--- src/rtl/uart_rx_fifo.sv ---
// 8N1 serial receiver feeding a small circular FIFO drained by valid/ready.
// Sticky frame_err/overflow flags; all state on clock, async active-high reset.
module uart_rx_fifo #(
  parameter int CLKS_PER_BIT = 868,
  parameter int DEPTH        = 4
) (
  input  logic                     clock,
  input  logic                     reset,
  input  logic                     rx_bit,
  output logic [7:0]               rx_data,
  output logic                     rx_valid,
  input  logic                     rx_ready,
  output logic [$clog2(DEPTH):0]   rx_count,
  output logic                     busy,
  output logic                     frame_err,
  output logic                     overflow,
  input  logic                     clear_flags
);

  localparam int CNT_W = $clog2(CLKS_PER_BIT);
  localparam int PTR_W = $clog2(DEPTH);
  localparam int OCC_W = PTR_W + 1;

  localparam logic [CNT_W-1:0] HALF_END = CNT_W'(CLKS_PER_BIT / 2 - 1);
  localparam logic [CNT_W-1:0] BIT_END  = CNT_W'(CLKS_PER_BIT - 1);
  localparam logic [OCC_W-1:0] FULL_OCC = OCC_W'(DEPTH);

  localparam logic [2:0] S_IDLE  = 3'd0;
  localparam logic [2:0] S_START = 3'd1;
  localparam logic [2:0] S_DATA  = 3'd2;
  localparam logic [2:0] S_STOP  = 3'd3;
  localparam logic [2:0] S_BREAK = 3'd4;

  logic             sync1_q, sync1_d;
  logic             sync2_q, sync2_d;
  logic             rx_sync;
  logic [2:0]       state_q, state_d;
  logic [CNT_W-1:0] cnt_q, cnt_d;
  logic [2:0]       idx_q, idx_d;
  logic [7:0]       sr_q, sr_d;
  logic             push;
  logic             ferr_set;

  logic [7:0]       mem_q [DEPTH];
  logic [PTR_W-1:0] wr_ptr_q, wr_ptr_d;
  logic [PTR_W-1:0] rd_ptr_q, rd_ptr_d;
  logic [OCC_W-1:0] count_q, count_d;
  logic [7:0]       rx_data_q, rx_data_d;
  logic             frame_err_q, frame_err_d;
  logic             overflow_q, overflow_d;
  logic             pop;
  logic             push_ok;
  logic             ovf_set;

  assign sync1_d = rx_bit;
  assign sync2_d = sync1_q;
  assign rx_sync = sync2_q;

  always_comb begin
    state_d  = state_q;
    cnt_d    = cnt_q;
    idx_d    = idx_q;
    sr_d     = sr_q;
    push     = 1'b0;
    ferr_set = 1'b0;
    case (state_q)
      S_IDLE: begin
        if (!rx_sync) begin
          state_d = S_START;
          cnt_d   = '0;
        end
      end
      S_START: begin
        if (cnt_q == HALF_END) begin
          cnt_d   = '0;
          idx_d   = 3'd0;
          state_d = rx_sync ? S_IDLE : S_DATA;
        end else begin
          cnt_d = cnt_q + CNT_W'(1);
        end
      end
      S_DATA: begin
        if (cnt_q == BIT_END) begin
          cnt_d = '0;
          sr_d  = {rx_sync, sr_q[7:1]};
          if (idx_q == 3'd7) begin
            state_d = S_STOP;
          end else begin
            idx_d = idx_q + 3'd1;
          end
        end else begin
          cnt_d = cnt_q + CNT_W'(1);
        end
      end
      S_STOP: begin
        // Leaving at mid-stop gives half a bit of slack to catch the next start edge.
        if (cnt_q == BIT_END) begin
          cnt_d = '0;
          if (rx_sync) begin
            push    = 1'b1;
            state_d = S_IDLE;
          end else begin
            ferr_set = 1'b1;
            state_d  = S_BREAK;
          end
        end else begin
          cnt_d = cnt_q + CNT_W'(1);
        end
      end
      S_BREAK: begin
        if (rx_sync) begin
          state_d = S_IDLE;
        end
      end
      default: state_d = S_IDLE;
    endcase
  end

  always_comb begin
    pop      = (count_q != '0) && rx_ready;
    push_ok  = push && ((count_q < FULL_OCC) || pop);
    ovf_set  = push && !push_ok;
    wr_ptr_d = push_ok ? wr_ptr_q + PTR_W'(1) : wr_ptr_q;
    rd_ptr_d = pop ? rd_ptr_q + PTR_W'(1) : rd_ptr_q;
    count_d  = count_q;
    if (push_ok && !pop) begin
      count_d = count_q + OCC_W'(1);
    end else if (pop && !push_ok) begin
      count_d = count_q - OCC_W'(1);
    end
    // Head register tracks the entry at the read pointer after this cycle's update.
    rx_data_d = rx_data_q;
    if (pop) begin
      if (count_q > OCC_W'(1)) begin
        rx_data_d = mem_q[rd_ptr_q + PTR_W'(1)];
      end else if (push_ok) begin
        rx_data_d = sr_q;
      end
    end else if (push_ok && (count_q == '0)) begin
      rx_data_d = sr_q;
    end
    frame_err_d = ferr_set ? 1'b1 : (clear_flags ? 1'b0 : frame_err_q);
    overflow_d  = ovf_set  ? 1'b1 : (clear_flags ? 1'b0 : overflow_q);
  end

  always_ff @(posedge clock or posedge reset) begin
    if (reset) begin
      sync1_q     <= 1'b1;
      sync2_q     <= 1'b1;
      state_q     <= S_IDLE;
      cnt_q       <= '0;
      idx_q       <= 3'd0;
      sr_q        <= 8'h00;
      wr_ptr_q    <= '0;
      rd_ptr_q    <= '0;
      count_q     <= '0;
      rx_data_q   <= 8'h00;
      frame_err_q <= 1'b0;
      overflow_q  <= 1'b0;
    end else begin
      sync1_q     <= sync1_d;
      sync2_q     <= sync2_d;
      state_q     <= state_d;
      cnt_q       <= cnt_d;
      idx_q       <= idx_d;
      sr_q        <= sr_d;
      wr_ptr_q    <= wr_ptr_d;
      rd_ptr_q    <= rd_ptr_d;
      count_q     <= count_d;
      rx_data_q   <= rx_data_d;
      frame_err_q <= frame_err_d;
      overflow_q  <= overflow_d;
    end
  end

  always_ff @(posedge clock) begin
    if (push_ok) begin
      mem_q[wr_ptr_q] <= sr_q;
    end
  end

  assign rx_data   = rx_data_q;
  assign rx_valid  = (count_q != '0);
  assign rx_count  = count_q;
  assign busy      = (state_q != S_IDLE);
  assign frame_err = frame_err_q;
  assign overflow  = overflow_q;

endmodule
--- config.mk ---
export PLATFORM = sky130hd
export DESIGN_NAME = uart_rx_fifo
export DESIGN_NICKNAME = d
export VERILOG_FILES = /design/src/rtl/uart_rx_fifo.sv
export SDC_FILE = /design/constraint.sdc
export NUM_CORES = 1
export LEC_CHECK = 0
export CELL_PAD_IN_SITES_DETAIL_PLACEMENT = 2
export CELL_PAD_IN_SITES_GLOBAL_PLACEMENT = 2
export CORE_MARGIN = 10
export CORE_UTILIZATION = 42
export DETAILED_ROUTE_END_ITERATION = 10
export MAX_ROUTING_LAYER = met4
export PLACE_DENSITY_LB_ADDON = 0.1
export SLEW_MARGIN = 20
export SYNTH_ARGS = -nofsm -noshare
export SYNTH_HDL_FRONTEND = slang
export SYNTH_SLANG_ARGS = --single-unit
--- constraint.sdc ---
create_clock -name clock -period 3.25 [get_ports clock]
set_input_delay 0.8125 -clock clock [delete_from_list [all_inputs] [get_ports clock]]
set_output_delay 0.8125 -clock clock [all_outputs]
set_load 0.01 [all_outputs]
# == After elaboration in Yosys (flattened, before gate mapping) ==
# Memories as Yosys holds them, arrays and structs flattened.
# Cells that the tools add are included.
# word_totals
ff_bits,43
ramBits,32
inputBits,5
out_inout_bits,15
word_cells,95
n_memories,1
# memory_table
name,words,width,read_ports,rd_ports_with_merged_regs,wr,line,source
mem_q,4,8,1,0,1,44,logic [7:0] mem_q [DEPTH];
# classes
add_sub_neg,6
n_lt_le_gt_ge,2
n_eq_ne,15
mux,34
reduce_logical,25
# op_table
operator,n
two-way mux 3 bit,12
two-way mux 8 bit,4
two-way mux 10 bit,3
one-hot mux 10 bit (3 select lines),1
one-hot mux 3 bit (5 select lines),1
!= test 2 bit (second input constant),7
two-way mux 1 bit,11
adder 10 x 1 -> 10 bit (second input constant),1
== test 10 bit (second input constant),1
== test 10 x 9 -> 1 bit (second input constant),1
nonzero test 2 bit,5
nonzero test 3 bit,3
adder 3 x 1 -> 3 bit (second input constant),2
== test 3 x 2 -> 1 bit (second input constant),2
== test 3 bit (second input constant),2
logical AND 1 bit,6
zero test 3 bit,2
one-hot mux 3 bit (2 select lines),1
AND reduction 2 bit,3
AND reduction 6 bit,1
adder 2 x 1 -> 2 bit (second input constant),2
AND reduction 4 bit,1
== test 3 x 1 -> 1 bit (second input constant),1
greater-than comparator 3 x 1 -> 1 bit (second input constant),1
other kinds (7),8

# == Depth between registers and ports, before layout ==
# Gate-level depths: netlist of run 1.
# depth
depth_word,8
ltp_mapped,10
depth_no_buf,9

# == Worst setup path before layout of run 1 ==
# OpenSTA, ideal clock, no wires.
# synth_timing
kind,flip-flop to flip-flop
from,register cnt_q[2]
to,register rx_data_q[0] (netlist: rx_data[0])
arrival_ps,2724
required_ps,3125
path_slack_ps,401
stages_incl_launch_ff,10
path_buffers,2
period_less_slack_ps,2849
cell_sequence,dfrtp_1 -> or3b_4 -> or3_1 -> clkbuf_1 -> nor3b_2 -> inv_1 -> ha_1 -> a221o_1 -> buf_6 -> mux2_4
# synth_between
elab_chain_cells,7
word_cells_on_any_way,8
classes_between,2 x eq/ne; 2 x mux; 4 x reduce/logical
# synth_rtl
element,line,source
start: declaration,38,"logic [CNT_W-1:0] cnt_q, cnt_d;"
start signal: assignment,164,cnt_q <= cnt_d;
== test 10 bit (*),97,if (cnt_q == BIT_END) begin
two-way mux 1 bit (*),97,
two-way mux 1 bit (*),66,case (state_q)
logical AND 1 bit (*),121,push_ok = push && ((count_q < FULL_OCC) || pop);
net push_ok,52,logic push_ok;
logical AND 1 bit,139,end else if (push_ok && (count_q == '0)) begin
nonzero test 2 bit (no line),-,
AND reduction 2 bit (no line) (*),-,
end signal: assignment,170,rx_data_q <= rx_data_d;
end: declaration,48,"logic [7:0] rx_data_q, rx_data_d;"
# Mark *: on every way through the listed nets, which the timed path passes. The rest lies on a longest branch.
# A chain may end at the register's enable or synchronous reset.

# == Final worst setup path of run 1 ==
# layout_timing
from,register cnt_q[2]
to,register rx_data_q[5] (netlist: rx_data[5])
# The elaborated chain is that of the path after synthesis.

==> results.md, run 1 <==
- Setup CP Type: reg -> reg
- Number of global-route vias before repair: 2455
- Cell Rows: 33
- Die ar.: 0.01242 mm2
- Drt pass-1 iters: 4
- Final HPWL DP: 5354 um
- Post-synthesis mux area share: 0.1517
- Post-Synthesis Cells: 257
- Worst IR Drop VDD: 0.0002638 V
- Nets: 298
- Num Clock Sinks: 75
- Synth Area in Compound Gates: 0.07087
- Fmax: 338.7 MHz
- Ys async rst share: 0.5733
- Post-layout min period: 2953 ps
- Hold Crit Class: reg -> reg
- Main synth FF type: dfrtp_1
- Rel. slew slack: 0.3081
- WL/cell: 20.67 um
- Max-slew violations: 0
- WP data arrival: 3180 ps
- Sw frac: 0.2961
- Final period util: 0.9085
- Critical Path Start Type: register
- Net Sw Power: 0.6651 mW
- Flop pwr share: 0.495
- Clk buf depth: 2
- Mapped Nets: 276
- Fin area: 0.004010 mm2
- Synth top area share: 0.2920
- Adder-cell area share of the yosys netlist: 0.04986
- Logic pwr share: 0.165
- Hold Buf Count CTS: 0
- Synthesized flop and latch total: 75
- Main combinational cell family by area after synthesis: multiplexers
- GRT Overall Usage: 0.1393
- Post-CTS Resized: 0
- Register area share after synthesis: 0.5805
- Clk slew on worst S/H paths: 90 ps
- Status: finished, final reports clean
- Hold path depth: 0
- GRT overflow: 0
- Setup crit end kind: register
- Mean post-synth cell area: 13.67 um2
- DR iter-0 viols: 79
- Setup bufs post-CTS: 0
- Antenna diodes: 0
- Largest net degree at the start of global routing: 44
- Max-cap violations: 0
- Io pins: 20
- DRC errors left: 0
- Reg2reg path depth: 7
- Distinct cells, synth: 47
- Power per cell area: 560.1 mW/mm2
- Final hold violation count: 0
- Starting Density: 0.4298
- Root buffer cell: clkbuf_8
- RSZ-0062 raised after global routing: false
- Mapped cell area: 0.003513 mm2
- TritonCTS clock tree: done
- H-tree depth: 3
- Initial antenna violation count: 0
- Placeable Area: 0.008175 mm2
- Post-synthesis simple-gate area fraction: 0.09865
- Number of CTS-inserted buffers: 9
- Worst-Margin Slew: 1033 ps
- Die W: 111.5 um
- Layout cells sized above 1: 0.2077
- Flop2flop setup slack: 300 ps
- Internal power: 1.581 mW
- Layout area overhead: 14.14%
- Final setup viols: 0
- Post-route ant nets: 0
- Req. time, crit path: 3480 ps
- Routability cong.: 0.7088
- Area after DPL: 0.003805 mm2
- Leakage power: 1.693 nW
- XOR/XNOR share of the synthesized area: 0.01745
- Skew final: 11.11 ps
- Area contributors post-synth: dfrtp_1 (29%), edfxtp_1 (27%), mux2_2 (5.4%)
- Post-synth top area cell: dfrtp_1
- Via/cell ratio: 5.524
- Worst skew pair latency: 350 ps
- Final wirelength: 8040 um
- First-pass GRT wire length: 13670 um
- Post-synth EDFFs: 32
- Clock group share of total power: 0.340
- Routed vias: 2149
- Port Buffer Count: 19
- CP Max Fanout: 8
- Synth warn: 0
- TNS Setup: 0 ps
- Chip Height: 111.5 um
[per-stage QoR]
step           hold WS [ps]    util  power, mW  std cells  worst slack, ps
2_1_floorplan         345.2       -      1.384        257            400.6
3_3_place_gp          357.4  0.4654      1.501        373            277.8
3_5_place_dp          357.1  0.4654      1.518        373            197.1
4_1_cts               370.2  0.4905      2.286        389            276.2
5_1_grt               372.9  0.4905      2.378        389            175.4
6_report              368.9  0.4905      2.246        389            297.2
[cell families (layout without fill, tap and decap cells)]
| kind of cell | count (synthesis) | count (layout) |
|---|---|---|
| buffers and inverters | 27 | 54 |
| adder cells (fa/ha/maj) | 14 | 14 |
| multiplexers | 37 | 37 |
| flip-flops | 75 | 75 |
| AND/OR/NAND/NOR | 62 | 62 |
| AO/OA/AOI/OAI | 35 | 35 |
| XOR/XNOR | 7 | 7 |
[final cells by class]
cell class	instances	area (um2)
inverters	17	63.81
well taps	105	131.4
repair buffers	21	205.2
multi-input cells	155	1365
clock inverters	7	81.33
fillers	805	4165
clock buffers	9	123.9
flip-flops and latches	75	2039
[sequential cells by signal (all words and copies together), names as in the netlist, 3 cells and up]
name      count
cnt_q        10
idx_q         3
mem_q        32
rx_count      3
rx_data       8
sr_q          8
state_q       3
[metal layers]
layer / share of wire / wire, um / track usage
met1: 0.48 / 3878 / 0.1770
met2: 0.48 / 3826 / 0.2173
met3: 0.034 / 273 / 0.03328
met4: 0.0077 / 62 / 0.03856
met5: 0 / 0 / -
[power by group through the flow]
| stage | Sequential, mW | Combinational [mW] | Clock [mW] |
|---|---|---|---|
| floorplan | 1.07 | 0.310 | 0 |
| global placement | 1.14 | 0.365 | 0 |
| detailed placement | 1.14 | 0.380 | 0 |
| CTS | 1.12 | 0.382 | 0.786 |
| global route | 1.13 | 0.412 | 0.834 |
| finish | 1.11 | 0.370 | 0.764 |
[cell usage after synthesis (5+ instances only)]
cell type / count
mux2_2: 17
edfxtp_1: 32
dfrtp_1: 41
o211ai_1: 6
xnor2_1: 5
clkbuf_1: 9
mux4_2: 8
o21ai_0: 10
mux2_4: 8
nand2_1: 13
nor2_1: 11
inv_1: 17
and2_1: 5
ha_1: 14
[critical path: stages (launching register included)]
cell and delay [ps]:
dfrtp_1 450, or3b_4 460, or3_1 490, nor3b_2 250, inv_1 70, ha_1 190, a221o_1 550, mux2_4 390
[final timing paths]
check                              start          to
worst min-delay path             sync1_q     rx_sync
worst min register to register   sync1_q     rx_sync
worst max register to register  cnt_q[2]  rx_data[5]
min in group asynchronous          reset     sr_q[4]
worst max-delay path            cnt_q[2]  rx_data[5]
max in group asynchronous          reset  rx_data[5]
[cells in the final DEF (no fill, tap or decap), types with 9 or more instances in the layout]
master and instances:
clkbuf_8 9, clkdlybuf4s50_1 19, dfrtp_1 41, edfxtp_1 32, ha_1 14, inv_1 16, mux2_2 17, nand2_1 13
nor2_1 11, o21ai_0 10
No activity file was read; power rests on OpenSTA's default activity.
==> run 2, diff against run 1 <==
Settings changed: TNS_END_PERCENT from default to 20.
Clock period 3.25 ns to 2.8 ns, I/O delays scaled along.
==> results.md, run 2 (same netlist as run 1, synthesis figures left out) <==
- Status: finished, final reports clean
- Layout cells sized above 1: 0.2542 (+0.04643)
- Max-cap violations: 0 (unchanged)
- RSZ-0062 raised after global routing: false
- GRT overflow: 0 (unchanged)
- Post-route core utilization: 0.5043 (+0.01377)
- Top routing layer in use: met4
- Hold Crit Class: reg -> reg
- Fmax: 376.2 MHz (+11%)
- Setup CP Type: reg -> reg
- Die W: 111.5 um (unchanged)
- Layout area overhead: 17.34%
- Clk slew on worst S/H paths: 90 ps (about the same)
- Max-slew violations: 0 (unchanged)
- Worst IR Drop VDD: 0.0002813 V (+6.6%)
- Antenna diodes: 0 (unchanged)
- Final wirelength: 8542 um (+6.2%)
- Post-layout min period: 2658 ps (-294.9 ps)
- Post-route ant nets: 0 (unchanged)
- Fin area: 0.004123 mm2 (+2.8%)
- H-tree depth: 3 (unchanged)
- Routed vias: 2216 (+3.1%)
- Leakage power: 1.756 nW (+3.7%)
- Placeable Area: 0.008175 mm2 (unchanged)
- Final period util: 0.9492 (+0.04071)
- Leading cell type in the layout, fill and taps excluded: dfrtp_1
- Number of global-route vias before repair: 2562 (+4.4%)
- Skew final: 12.83 ps (+1.713 ps)
- Rel. slew slack: 0.5554 (+0.2473)
- Reg with most FFs: mem_q
- Nets: 313 (+5.0%)
- WP data arrival: 2900 ps (-280 ps)
- Die ar.: 0.01242 mm2 (unchanged)
- Most frequent cells in the layout: dfrtp_1 (40), edfxtp_1 (32), clkdlybuf4s50_1 (19)
- Largest net degree at the start of global routing: 28 (-36%)
- Setup bufs post-CTS: 0 (unchanged)
- Drt pass-1 iters: 4 (unchanged)
- Port Buffer Count: 19 (unchanged)
- Area after DPL: 0.003936 mm2 (+3.5%)
- Worst-Margin Slew: 665.9 ps (-367.3 ps)
- Via/cell ratio: 5.485 (-0.71%)
- DR iter-0 viols: 43 (-46%)
- Critical Path Start Type: register
- Fillcell total: 786 (-2.4%)
- Worst skew pair latency: 350 ps (about the same)
- Power per cell area: 613.4 mW/mm2 (+9.5%)
- First-pass GRT wire length: 14480 um (+6.0%)
- Root buffer cell: clkbuf_8
- Chip Height: 111.5 um (unchanged)
- CP Max Fanout: 8 (unchanged)
- Number of CTS-inserted buffers: 9 (unchanged)
- Setup crit end kind: register
- Final hold violation count: 0 (unchanged)
- DRC errors left: 0 (unchanged)
- TNS Setup: 0 ps (unchanged)
- Req. time, crit path: 3040 ps (-440 ps)
- Io pins: 20 (unchanged)
- GRT Overall Usage: 0.1493 (+0.01003)
- Met2 wire len: 4360 um (+14%)
- Num Clock Sinks: 75 (unchanged)
- Starting Density: 0.4298 (unchanged)
- Biggest regs: mem_q x32, cnt_q x10
- WL met1: 3879 um (about the same)
- TritonCTS clock tree: done
- Routed met3 length: 220 um (-19%)
- WL/cell: 21.14 um (+2.3%)
- Max reg flops: 32 (unchanged)
- Initial antenna violation count: 0 (unchanged)
- Final setup viols: 0 (unchanged)
- Clk buf depth: 2 (unchanged)
- Cell Rows: 33 (unchanged)
- Final HPWL DP: 5993 um (+12%)
- Routability cong.: 0.7299 (+3.0%)
run 2: critical path, stage by stage, from the launching register on:
cell	delay [ps]
dfrtp_1	390
or3b_4	390
or3_1	450
nor3b_4	210
inv_1	70
ha_1	200
a221o_2	490
mux2_4	350
run 2: timing repair:
item | in CTS | in global routing
gates resized for setup | 0 | 2
setup endpoints to repair | 0 | 8
hold buffers | 0 | 0
run 2: per-stage QoR:
stage | hold slack [ps] | std cells | setup WS [ps] | total power, mW
2_1_floorplan | 345.2 | 257 | 18.53 | 1.608
3_3_place_gp | 350.6 | 388 | 13.48 | 1.754
3_5_place_dp | 355.1 | 388 | -89.81 | 1.777
4_1_cts | 365.5 | 404 | 15.60 | 2.577
5_1_grt | 372.6 | 404 | 40.10 | 2.659
6_report | 363.4 | 404 | 142.1 | 2.529
run 2: cell type report:
class / instances / area [um2] / share of cell area
Multi-Input combinational cell: 155 / 1373 / 0.3329
Clock inverter: 6 / 46.29 / 0.01123
Timing Repair Buffer: 36 / 330.3 / 0.08012
Sequential cell: 75 / 2041 / 0.4950
Clock buffer: 10 / 137.6 / 0.03338
Tap cell: 105 / 131.4 / 0.03187
Inverter: 17 / 63.81 / 0.01548
run 2: routing by layer:
layer	track usage	up-vias
met5	-	-
met4	0.04884	0
met3	0.02738	8
met2	0.2411	31
met1	0.1850	1158
li1	-	1019
run 2: path summary, 6_finish.rpt:
check / start / cells past startpoint / slack [ps] / end
worst max-delay path: cnt_q[2] / 7 / 140 / rx_data[4]
worst min-delay path: sync1_q / 0 / 360 / rx_sync
worst max register to register: cnt_q[2] / 7 / 140 / rx_data[4]
worst min register to register: sync1_q / 0 / 360 / rx_sync
max in group asynchronous: reset / 3 / 1480 / cnt_q[0]
min in group asynchronous: reset / 2 / 760 / rx_data[5]
run 2: power by group:
group	internal, mW	leakage (nW)	switching (mW)
sequential	1.18	0.939	0.111
combinational	0.241	0.728	0.204
clock	0.354	0.0897	0.440
